--- src/rtl/lsu.sv ---
// rtl/lsu.sv - RV32I load/store unit with misaligned split-access handling.
// One request at a time; unaligned accesses crossing a word take two memory cycles.
module lsu #(
  parameter int DATA_WIDTH = 32,
  parameter int ADDR_WIDTH = 32,
  localparam int MASK_SIZE = DATA_WIDTH / 8
) (
  input  logic                  clk,
  input  logic                  arst_n,
  input  logic                  req_valid,
  output logic                  req_ready,
  input  logic                  req_we,
  input  logic [2:0]            req_funct3,
  input  logic [ADDR_WIDTH-1:0] req_addr,
  input  logic [DATA_WIDTH-1:0] req_wdata,
  output logic                  resp_valid,
  output logic [DATA_WIDTH-1:0] resp_rdata,
  output logic                  resp_err,
  output logic                  resp_split,
  output logic                  mem_write_en,
  output logic [MASK_SIZE-1:0]  mem_mask,
  output logic [ADDR_WIDTH-1:0] mem_addr,
  output logic [DATA_WIDTH-1:0] mem_wdata,
  input  logic [DATA_WIDTH-1:0] mem_rdata
);

  typedef enum logic [1:0] {
    IDLE   = 2'd0,
    FIRST  = 2'd1,
    SECOND = 2'd2,
    RESP   = 2'd3
  } state_t;

  state_t                r_state;
  state_t                w_next;
  logic                  r_we;
  logic [2:0]            r_funct3;
  logic [ADDR_WIDTH-1:0] r_addr;
  logic [DATA_WIDTH-1:0] r_wdata;
  logic [DATA_WIDTH-1:0] r_lo;
  logic [DATA_WIDTH-1:0] r_hi;
  logic                  r_err;

  logic                    w_req_illegal;
  logic                    w_accept;
  logic [1:0]              w_off;
  logic [2:0]              w_size;
  logic                    w_split;
  logic [2*MASK_SIZE-1:0]  w_mask_wide;
  logic [DATA_WIDTH-1:0]   w_wdata_sized;
  logic [2*DATA_WIDTH-1:0] w_store_wide;
  logic [2*DATA_WIDTH-1:0] w_load_wide;
  logic [DATA_WIDTH-1:0]   w_load_result;
  logic [ADDR_WIDTH-1:0]   w_word_addr;

  // Loads reject 011/110/111; stores accept only B/H/W.
  assign w_req_illegal = req_we ? (req_funct3[2] | (req_funct3[1:0] == 2'b11))
                                : ((req_funct3[1:0] == 2'b11) | (req_funct3 == 3'b110));

  assign req_ready = arst_n & (r_state == IDLE);
  assign w_accept  = req_valid & (r_state == IDLE);

  assign w_off       = r_addr[1:0];
  assign w_word_addr = {r_addr[ADDR_WIDTH-1:2], 2'b00};

  always_comb begin
    w_size = 3'd4;
    case (r_funct3[1:0])
      2'b00:   w_size = 3'd1;
      2'b01:   w_size = 3'd2;
      default: w_size = 3'd4;
    endcase
  end

  assign w_split     = ({1'b0, w_off} + w_size) > 3'd4;
  assign w_mask_wide = ((8'd1 << w_size) - 8'd1) << w_off;

  always_comb begin
    w_wdata_sized = r_wdata;
    case (r_funct3[1:0])
      2'b00:   w_wdata_sized = {24'd0, r_wdata[7:0]};
      2'b01:   w_wdata_sized = {16'd0, r_wdata[15:0]};
      default: w_wdata_sized = r_wdata;
    endcase
  end

  assign w_store_wide = {{DATA_WIDTH{1'b0}}, w_wdata_sized} << {w_off, 3'b000};
  assign w_load_wide  = {r_hi, r_lo} >> {w_off, 3'b000};

  always_comb begin
    w_load_result = w_load_wide[DATA_WIDTH-1:0];
    case (r_funct3)
      3'b000:  w_load_result = {{24{w_load_wide[7]}}, w_load_wide[7:0]};
      3'b001:  w_load_result = {{16{w_load_wide[15]}}, w_load_wide[15:0]};
      3'b100:  w_load_result = {24'd0, w_load_wide[7:0]};
      3'b101:  w_load_result = {16'd0, w_load_wide[15:0]};
      default: w_load_result = w_load_wide[DATA_WIDTH-1:0];
    endcase
  end

  always_ff @(posedge clk or negedge arst_n) begin
    if (!arst_n) begin
      r_state  <= IDLE;
      r_we     <= 1'b0;
      r_funct3 <= 3'd0;
      r_addr   <= '0;
      r_wdata  <= '0;
      r_lo     <= '0;
      r_hi     <= '0;
      r_err    <= 1'b0;
    end else begin
      r_state <= w_next;
      if (w_accept) begin
        r_we     <= req_we;
        r_funct3 <= req_funct3;
        r_addr   <= req_addr;
        r_wdata  <= req_wdata;
        r_err    <= w_req_illegal;
        r_lo     <= '0;
        r_hi     <= '0;
      end
      if (r_state == FIRST && !r_we) r_lo <= mem_rdata;
      if (r_state == SECOND && !r_we) r_hi <= mem_rdata;
    end
  end

  always_comb begin
    w_next       = r_state;
    mem_write_en = 1'b0;
    mem_mask     = '0;
    mem_addr     = '0;
    mem_wdata    = '0;
    resp_valid   = 1'b0;
    resp_rdata   = '0;
    resp_err     = 1'b0;
    resp_split   = 1'b0;
    case (r_state)
      IDLE: begin
        if (w_accept) w_next = w_req_illegal ? RESP : FIRST;
      end
      FIRST: begin
        mem_addr     = w_word_addr;
        mem_write_en = r_we;
        mem_mask     = w_mask_wide[MASK_SIZE-1:0];
        mem_wdata    = r_we ? w_store_wide[DATA_WIDTH-1:0] : '0;
        w_next       = w_split ? SECOND : RESP;
      end
      SECOND: begin
        // Word address increment wraps naturally at the top of the address space.
        mem_addr     = w_word_addr + ADDR_WIDTH'(4);
        mem_write_en = r_we;
        mem_mask     = w_mask_wide[2*MASK_SIZE-1:MASK_SIZE];
        mem_wdata    = r_we ? w_store_wide[2*DATA_WIDTH-1:DATA_WIDTH] : '0;
        w_next       = RESP;
      end
      RESP: begin
        resp_valid = 1'b1;
        resp_err   = r_err;
        resp_split = ~r_err & w_split;
        resp_rdata = (r_we || r_err) ? '0 : w_load_result;
        w_next     = IDLE;
      end
      default: w_next = IDLE;
    endcase
  end

endmodule

--- config.mk ---
export PLATFORM = sky130hd
export DESIGN_NAME = lsu
export DESIGN_NICKNAME = d
export VERILOG_FILES = /design/src/rtl/lsu.sv
export SDC_FILE = /design/constraint.sdc
export NUM_CORES = 1
export LEC_CHECK = 0
export BUFFER_PORTS_ARGS = -buffer_cell sky130_fd_sc_hd__buf_4
export CAP_MARGIN = 5
export CELL_PAD_IN_SITES_DETAIL_PLACEMENT = 1
export CELL_PAD_IN_SITES_GLOBAL_PLACEMENT = 2
export CORE_UTILIZATION = 26
export CTS_CLUSTER_DIAMETER = 200
export CTS_CLUSTER_SIZE = 10
export DETAILED_ROUTE_END_ITERATION = 10
export GPL_ROUTABILITY_DRIVEN = 0
export GPL_TIMING_DRIVEN = 0
export PLACE_DENSITY = 0.75
export SLEW_MARGIN = 10
export SYNTH_ARGS = -nofsm -noshare
export SYNTH_HDL_FRONTEND = slang
export SYNTH_SLANG_ARGS = --single-unit
--- constraint.sdc ---
create_clock -name clk -period 2.5 [get_ports clk]
set_clock_uncertainty 0.05 [all_clocks]
set_input_delay 0.25 -clock clk [delete_from_list [all_inputs] [get_ports clk]]
set_output_delay 0.25 -clock clk [all_outputs]
set_load 0.03 [all_outputs]
======== Word level (Yosys, flattened, before mapping) ========
Cells that the tools add are included.
storage, ports and cells
  output and inout port bits .............. 105
  flip-flop bits (word level) ............. 135
  logic and storage cells ................. 64
  input bits .............................. 103
cells by class
  shifts and indexed selects .............. 4
  muxes and demuxes ....................... 22
  equality and inequality tests ........... 10
  reduce and logical (&&, ||, !) cells .... 10
  bitwise gates (word level) .............. 6
  order comparisons ....................... 1
  add/subtract/negate cells ............... 3
operators by type and width
  kind                   count
  $mux 32                7
  $pmux 32 s2            3
  $pmux 32 s4            1
  $shl 32x5->64          1
  $shr 64x5->32          1
  $add 32x3->32 const B  1
  $eq 3x3->1 const B     3
  $pmux 2 s4             1
  $pmux 4 s2             1
  $shl 1x3->8 const A    1
  $shl 8x2->8            1
  $sub 8x1->8 const B    1
  $eq 2x2->1 const B     3
  $mux 1                 6
  $pmux 3 s2             1
  $eq 2x1->1 const B     2
  $logic_not 2->1        2
  $mux 2                 2
  $reduce_bool 2->1      2
  $add 2x3->3            1
  $and 1x1->1            3
  $eq 3x1->1 const B     1
  $gt 3x3->1 const B     1
  $logic_not 3->1        1
  other kinds (7)        9

======== Longest topological paths before layout ========
Gate-level depths: netlist of run 1.
  depth in word-level cells ............... 6
  depth in mapped cells ................... 10
  gate-level depth less buffers ........... 9

======== Least setup slack after synthesis of run 1 ========
Ideal clock, no wire load.
  path type ............................... register to output
  start point ............................. reg r_funct3[1]
  end point ............................... out mem_mask[3]
  data required time ...................... 2,200 ps
  path buffers ............................ 3
  slack ................................... -284 ps
  cell stages (with the launch flop) ...... 10
  arrival time ............................ 2,484 ps
  cell sequence ........................... dfrtp_1 -> or2_2 -> clkbuf_1 -> ha_1 -> clkbuf_1 -> clkbuf_1 -> nor2_1 -> a211oi_1 -> a21oi_1 -> o22ai_1
on the way
  longest elaborated chain between the ends .. 6
  elaborated cells between the ends (all ways) .. 7
  those cells by class .................... add/sub: 1; eq/ne: 1; shift: 2; mux: 2; reduce/logical: 1
ends and longest elaborated chain
  item                                                  RTL line  text
  start, declared                                       37        logic [2:0] r_funct3;
  start signal, assigned                                115       r_funct3 <= req_funct3;
  $eq 2x1->1 / $logic_not 2->1 (equally long branches)  68        case (r_funct3[1:0])
  $pmux 3 s2 (*)                                        68
  $shl 1x3->8 (*)                                       76        assign w_mask_wide = ((8'd1 << w_size) - 8'd1) << w_off;
  $sub 8x1->8 (*)                                       76
  $shl 8x2->8 (*)                                       76
  $pmux 4 s2 (*)                                        137       case (r_state)
  end, declared                                         21        output logic [MASK_SIZE-1:0] mem_mask,
Mark *: on every way between the ends. The rest lies on a longest branch, timed or not.

======== Final worst setup path of run 1 ========
  start point ............................. reg r_funct3[1]
  end point ............................... out mem_wdata[11]
on the way
  longest elaborated chain between the ends .. 5
  elaborated cells between the ends (all ways) .. 7
  those cells by class .................... eq/ne: 1; shift: 1; mux: 4; reduce/logical: 1
ends and longest elaborated chain
  item                                                  RTL line  text
  $eq 2x1->1 / $logic_not 2->1 (equally long branches)  80        case (r_funct3[1:0])
  $pmux 32 s2 (*)                                       80
  $shl 32x5->64 (*)                                     87        assign w_store_wide = {{DATA_WIDTH{1'b0}}, w_wdata_sized} << {w_off, 3'b000};
  $mux 32, on equally long branches                     153, 145
  $pmux 32 s2 (*)                                       137
  end, declared                                         23        output logic [DATA_WIDTH-1:0] mem_wdata,
Marked as above.

==> metrics, run 1 <==
Final Hold Fails=0; Final HPWL DP=24200 um; Crit Path Max Fanout=7; IO Port Bufs=205; status=finished, violations left; CTS Root Cell=clkbuf_16; Post-Route M1 WL=16000 um; Seq/Total Area, Yosys=0.403; WL/cell=23.5 um; share of post-route cells with drive strength above 1=0.557; hold_ws=0.0153 ns; met2 wire length=18800 um; relative slew slack=0.392; Max Fclk=0.353 GHz; vias in the first global route=8966; Pwr Density=1510 nW/um^2; Worst Path Arrival=2.54 ns; Worst Path Required=2.20 ns; IO Count=208; effective utilization at floorplan=0.266; TritonRoute pass-1 iters=5; Met3 Routed Length=1700 um; routed via count=8628; top cells by area, synth=dfrtp_1 (40%), mux2_2 (13%), a22o_1 (6.9%); GRT Residual Overflow=0; Hold EP=r_addr[9]$_DFFE_PN0P_; worst hold start=req_addr[9]; final std cells w/o fill=1599; largest net degree at the start of global routing=87; failing checks=negative setup slack; actual slew at the worst max-slew pin=0.913 ns; FF-to-FF Start=r_state[0]$_DFFE_PN0P_; setup TNS=-10.19 ns; CTS tree=built; routed wire length=37500 um; syn_area_per_cell=9.66 sq um; nets=1310; Routed Antenna Nets=0; Die Height=176 um; synth unique cells=61; leading post-synthesis cells by instance count=dfrtp_1 (127), mux2_2 (88), nand2_1 (65); deepest clock path buffer count=2; WS Path Type=reg -> out; max-cap violations=0; cell with the most instances after synthesis=dfrtp_1; Cells after Synth=817; total placed cells including tap cells=1414; CTS buffer count=17; first-pass GRT wire length=53600 um; DRC=0; RSZ-0062 raised after global routing=true; setup violators final=71; Hold Path Stages=2; setup slack after layout=-0.336 ns; hold crit path type=in -> reg; layout overhead on the synthesized area=73.8%; CTS clk-pin slew, worst paths=0.07 ns; Max VDD drop=0.756 mV; fin. max-slew vios=0; diode count=0; Worst path most repeated cell=clkbuf_16; Post-synth EDFFs=0; Mapped Area=7890 sq um; core area=29700 sq um; DRT iter0 DRCs=553; Row Count=63; yosys warns=0; chip width=176 um; gr usage total=0.230; Lkg Pwr=6.00 nW; worst reg-to-reg setup slack=0.10 ns; register bit count reported by yosys=127; Synth top area share=0.403; crit-path cells=or2_4 > clkbuf_16 > ha_4 > clkbuf_16 > clkbuf_16 > a32o_2 > a22oi_2 > nor2_2 > buf_6; slowest CP cell=dfrtp_2; via density per instance=5.40; CTS HTree Levels=4; Num Clock Sinks=127; uppermost routed layer=met4; crit start category=flop; CP top delay family=buffers and inverters; post-route minimum period=2.84 ns; R2R depth=7; most common flop cell mapped by yosys=dfrtp_1; pre-CTS WS=-0.978 ns; initial antenna violation count=0; Die Footprint=31100 sq um; crit path buf inv count=4; reg2reg end=r_lo[24]$_DFFE_PN0P_; Worst Setup End Kind=output port; worst-skew pair later-pin latency=0.42 ns; post-synthesis async set-or-reset flop share=1.00; area leader, netlist=dfrtp_1; fin crit share=1.13; slowest stage delay, CP=0.42 ns
how the worst max path moves through the flow:
stage                            startpoint       endpoint  slack [ns]  depth (start not counted)
finish              r_funct3[1]$_DFFE_PN0P_  mem_wdata[11]       -0.34                          9
global route        r_funct3[1]$_DFFE_PN0P_     resp_split       -0.37                         10
CTS                 r_funct3[1]$_DFFE_PN0P_  mem_wdata[11]       -0.29                          9
detailed placement  r_funct3[1]$_DFFE_PN0P_    mem_mask[3]       -0.98                         10
global placement    r_funct3[1]$_DFFE_PN0P_    mem_mask[3]       -0.93                         10
floorplan           r_funct3[1]$_DFFE_PN0P_    mem_mask[3]       -0.05                          9
layer usage:
metal  track usage  vias up
li1              -     3797
met1         0.293     4445
met2         0.385      328
met3        0.0390       58
met4        0.0909        0
met5             0        -
timing repair:
action	4_1_cts	5_1_grt
endpoints found under the setup margin	131	100
hold buffers	56	3
pin swaps	67	76
endpoints found under the hold margin	102	4
cloned	4	3
gates resized for setup	320	142
setup buffers	60	39
stage by stage:
step / power (W) / area, sq um / utilization
after floorplan: 0.00990 / 7960 / -
final: 0.0207 / 13700 / 0.461
after detailed placement: 0.0132 / 10000 / 0.337
after global routing: 0.0216 / 13700 / 0.461
after global placement: 0.0131 / 9980 / 0.336
after CTS: 0.0187 / 12800 / 0.430
cells in the final DEF, fill, tap and decap left out, types with 11 or more instances in the layout:
| master | synthesis | layout |
|---|---|---|
| a22o_1 | 62 | 62 |
| mux2i_1 | 36 | 30 |
| clkbuf_1 | 43 | 12 |
| mux2_2 | 88 | 88 |
| o21ai_2 | 0 | 25 |
| buf_4 | 2 | 234 |
| o21ai_1 | 0 | 11 |
| dlygate4sd3_1 | 0 | 59 |
| a22oi_2 | 0 | 19 |
| clkbuf_16 | 0 | 26 |
| dfrtp_1 | 127 | 117 |
| o21ai_0 | 61 | 19 |
| nor2b_1 | 15 | 13 |
| buf_6 | 0 | 66 |
| nor2_1 | 62 | 46 |
| nor2_2 | 1 | 12 |
| a21oi_1 | 41 | 23 |
| nand2_1 | 65 | 55 |
state kept, by name (all words and copies together), names as in the netlist:
register	cells
r_funct3	3
r_addr	32
r_wdata	32
r_we	1
r_state	2
r_err	1
r_lo	32
r_hi	24
kinds of logic (layout without fill, tap and decap cells):
logic type / Yosys count / count (layout) / share of synthesized area
AO/OA/AOI/OAI: 254 / 254 / 0.223
XOR/XNOR: 5 / 5 / 0.00555
adder cells (fa/ha/maj): 11 / 11 / 0.0184
buffers and inverters: 86 / 477 / 0.0453
flip-flops: 127 / 127 / 0.403
multiplexers: 125 / 125 / 0.174
other: 1 / 2 / 0.000475
AND/OR/NAND/NOR: 208 / 208 / 0.130
power breakdown:
group	internal, W	total (W)	switching [W]
clock	0.00169	0.00277	0.00108
sequential	0.00303	0.00417	0.00115
combinational	0.00628	0.0137	0.00744
worst reg2reg max path: stages (launching register included):
cell	delay (ns)
dfrtp_2	0.43
buf_4	0.15
ha_4	0.19
nor2b_1	0.15
clkbuf_1	0.19
a21oi_1	0.36
clkbuf_1	0.58
a22o_1	0.24
final cells by class:
type / instances / area [sq um]
Buffer: 61 / 549
Clock buffer: 18 / 429
Clock inverter: 14 / 204
Fill cell: 3237 / 16000
Inverter: 17 / 101
Multi-Input combinational cell: 605 / 5410
Sequential cell: 127 / 3190
Tap cell: 390 / 488
Timing Repair Buffer: 367 / 3340
(Power assumes the default switching activity.)
==> run 2: changes to the inputs <==
--- a/config.mk
+++ b/config.mk
@@ -5,7 +5,7 @@
 export SDC_FILE = /design/constraint.sdc
 export NUM_CORES = 1
 export LEC_CHECK = 0
-export BUFFER_PORTS_ARGS = -buffer_cell sky130_fd_sc_hd__buf_4
+export BUFFER_PORTS_ARGS = -buffer_cell sky130_fd_sc_hd__buf_2
 export CAP_MARGIN = 5
 export CELL_PAD_IN_SITES_DETAIL_PLACEMENT = 1
 export CELL_PAD_IN_SITES_GLOBAL_PLACEMENT = 2
==> metrics, run 2 (synthesis results as in run 1) <==
Worst Setup End Kind=output port; Worst path most repeated cell=clkbuf_16; Routed Antenna Nets=0; layout overhead on the synthesized area=68.7%; internal power=0.0108 W; hold crit path type=in -> reg; Num Clock Sinks=127; design area=13300 sq um; relative slew slack=0.457; slowest stage delay, CP=0.43 ns; clock group share of total power=0.134; Lkg Pwr=5.85 nW; leading cell type in the layout, fill and taps excluded=buf_4; chip width=176 um; IO Count=208; Final Hold Fails=0; TritonRoute pass-1 iters=7; CTS Root Cell=clkbuf_16; fin crit share=1.11; deepest clock path buffer count=2; Max Fclk=0.361 GHz; worst-skew pair later-pin latency=0.43 ns; CTS HTree Levels=4; setup violators final=58; initial antenna violation count=0; Crit Path Max Fanout=7; CTS buffer count=17; Area after DPL=9510 sq um; core area=29700 sq um; Die Footprint=31100 sq um; Gate power share=0.663; crit-path cells=or2_4 > clkbuf_16 > ha_4 > clkbuf_16 > clkbuf_16 > buf_6 > a22oi_2 > o22ai_1 > and2_1 > buf_6; failing checks=negative setup slack; largest net degree at the start of global routing=87; Pwr Density=1540 nW/um^2; DRC=0; effective utilization at floorplan=0.266; Max VDD drop=0.689 mV; share of post-route cells with drive strength above 1=0.580; R2R depth=12; routed via count=8626; RSZ-0062 raised after global routing=true; via density per instance=5.45; switching share of power=0.472; pre-CTS WS=-1.01 ns; DRT iter0 DRCs=589; nets=1296; setup slack after layout=-0.272 ns; CTS clk-pin slew, worst paths=0.06 ns; instance count on the critical path=10; CTS tree=built; Psw=0.00965 W; post-route minimum period=2.77 ns; vias in the first global route=8844; GRT Residual Overflow=0; status=finished, violations left; diode count=0; first-pass GRT wire length=53000 um; Worst Path Arrival=2.47 ns; actual slew at the worst max-slew pin=0.815 ns; WS Path Type=reg -> out; max-cap violations=0; slowest CP cell=dfrtp_2; Final HPWL DP=23800 um; WL/cell=23.4 um; crit path buf inv count=5; final design utilization=0.448; commonest non-fill, non-tap cells in the layout=buf_4 (126), buf_2 (118), dfrtp_1 (115), mux2_2 (88), buf_6 (72); Row Count=63; crit start category=flop; Reg power frac=0.203; gr usage total=0.227; Die Height=176 um; routed wire length=37100 um; fin. max-slew vios=0; CP top delay family=buffers and inverters; Hold Path Stages=2; IO Port Bufs=205; Worst Path Required=2.20 ns; Top Registers=r_addr x32, r_lo x32, r_wdata x32
[run 2: cell type report]
cell class / instances / area (sq um)
clock buffers: 17 / 425
well taps: 390 / 488
flip-flops and latches: 127 / 3190
clock inverters: 14 / 206
plain buffers: 61 / 566
inverters: 17 / 88.8
fillers: 3257 / 16400
multi-input cells: 606 / 5510
repair buffers: 352 / 2830
[run 2: worst register-to-register path: stages (launching register included)]
cell,delay [ns]
dfrtp_2,0.43
or2_4,0.27
clkbuf_16,0.16
inv_4,0.06
ha_4,0.12
inv_2,0.03
fa_2,0.34
xnor2_2,0.14
o21ai_2,0.08
buf_4,0.14
buf_4,0.13
a2111oi_4,0.27
a21oi_1,0.08
[run 2: power by group through the flow]
| stage | clock network [W] | logic (W) | registers [W] |
|---|---|---|---|
| 2_1_floorplan | 0 | 0.00626 | 0.00364 |
| 3_3_place_gp | 0 | 0.00869 | 0.00400 |
| 3_5_place_dp | 0 | 0.00881 | 0.00403 |
| 4_1_cts | 0.00278 | 0.0120 | 0.00406 |
| 5_1_grt | 0.00287 | 0.0143 | 0.00424 |
| 6_report | 0.00274 | 0.0136 | 0.00415 |
[run 2: metrics by stage]
| stage | instances | power, W | TNS [ns] | hold slack [ns] |
|---|---|---|---|---|
| 4_1_cts | 1547 | 0.0188 | -5.35 | 0.000645 |
| 3_3_place_gp | 1413 | 0.0127 | -124.72 | 0.425 |
| 6_report | 1584 | 0.0205 | -8.22 | 0.0131 |
| 2_1_floorplan | 818 | 0.00990 | -0.0534 | -0.0956 |
| 5_1_grt | 1584 | 0.0214 | -12.43 | -0.00149 |
| 3_5_place_dp | 1414 | 0.0128 | -36.46 | 0.166 |
[run 2: per-layer routing]
layer  GRT usage  share of wire  vias to the layer above  wire length, um
li1            -              -                     3767                -
met1       0.287           0.42                     4418            15600
met2       0.385           0.50                      368            18500
met3      0.0381          0.050                       73             1840
met4      0.0895          0.032                        0             1180
met5           0              0                        -                0
[run 2: final timing paths]
| kind | slack (ns) | endpoint | startpoint |
|---|---|---|---|
| worst max-delay path | -0.27 | mem_wdata[22] | r_funct3[1]$_DFFE_PN0P_ |
| worst min register to register | 0.45 | r_lo[10]$_DFFE_PN0P_ | r_lo[10]$_DFFE_PN0P_ |
| worst max register to register | 0.08 | r_state[0]$_DFFE_PN0P_ | r_funct3[1]$_DFFE_PN0P_ |
| min in group asynchronous | 0.28 | r_addr[24]$_DFFE_PN0P_ | arst_n |
| max in group asynchronous | 1.36 | r_hi[12]$_DFFE_PN0P_ | arst_n |
| worst min-delay path | 0.01 | r_wdata[8]$_DFFE_PN0P_ | req_wdata[8] |
[run 2: timing repair]
action	4_1_cts	5_1_grt
resized for setup	431	176
hold endpoints to repair	78	2
pin swaps	80	54
gates cloned	7	0
buffers inserted	64	39
hold buffers	36	2
setup endpoints to repair	130	125
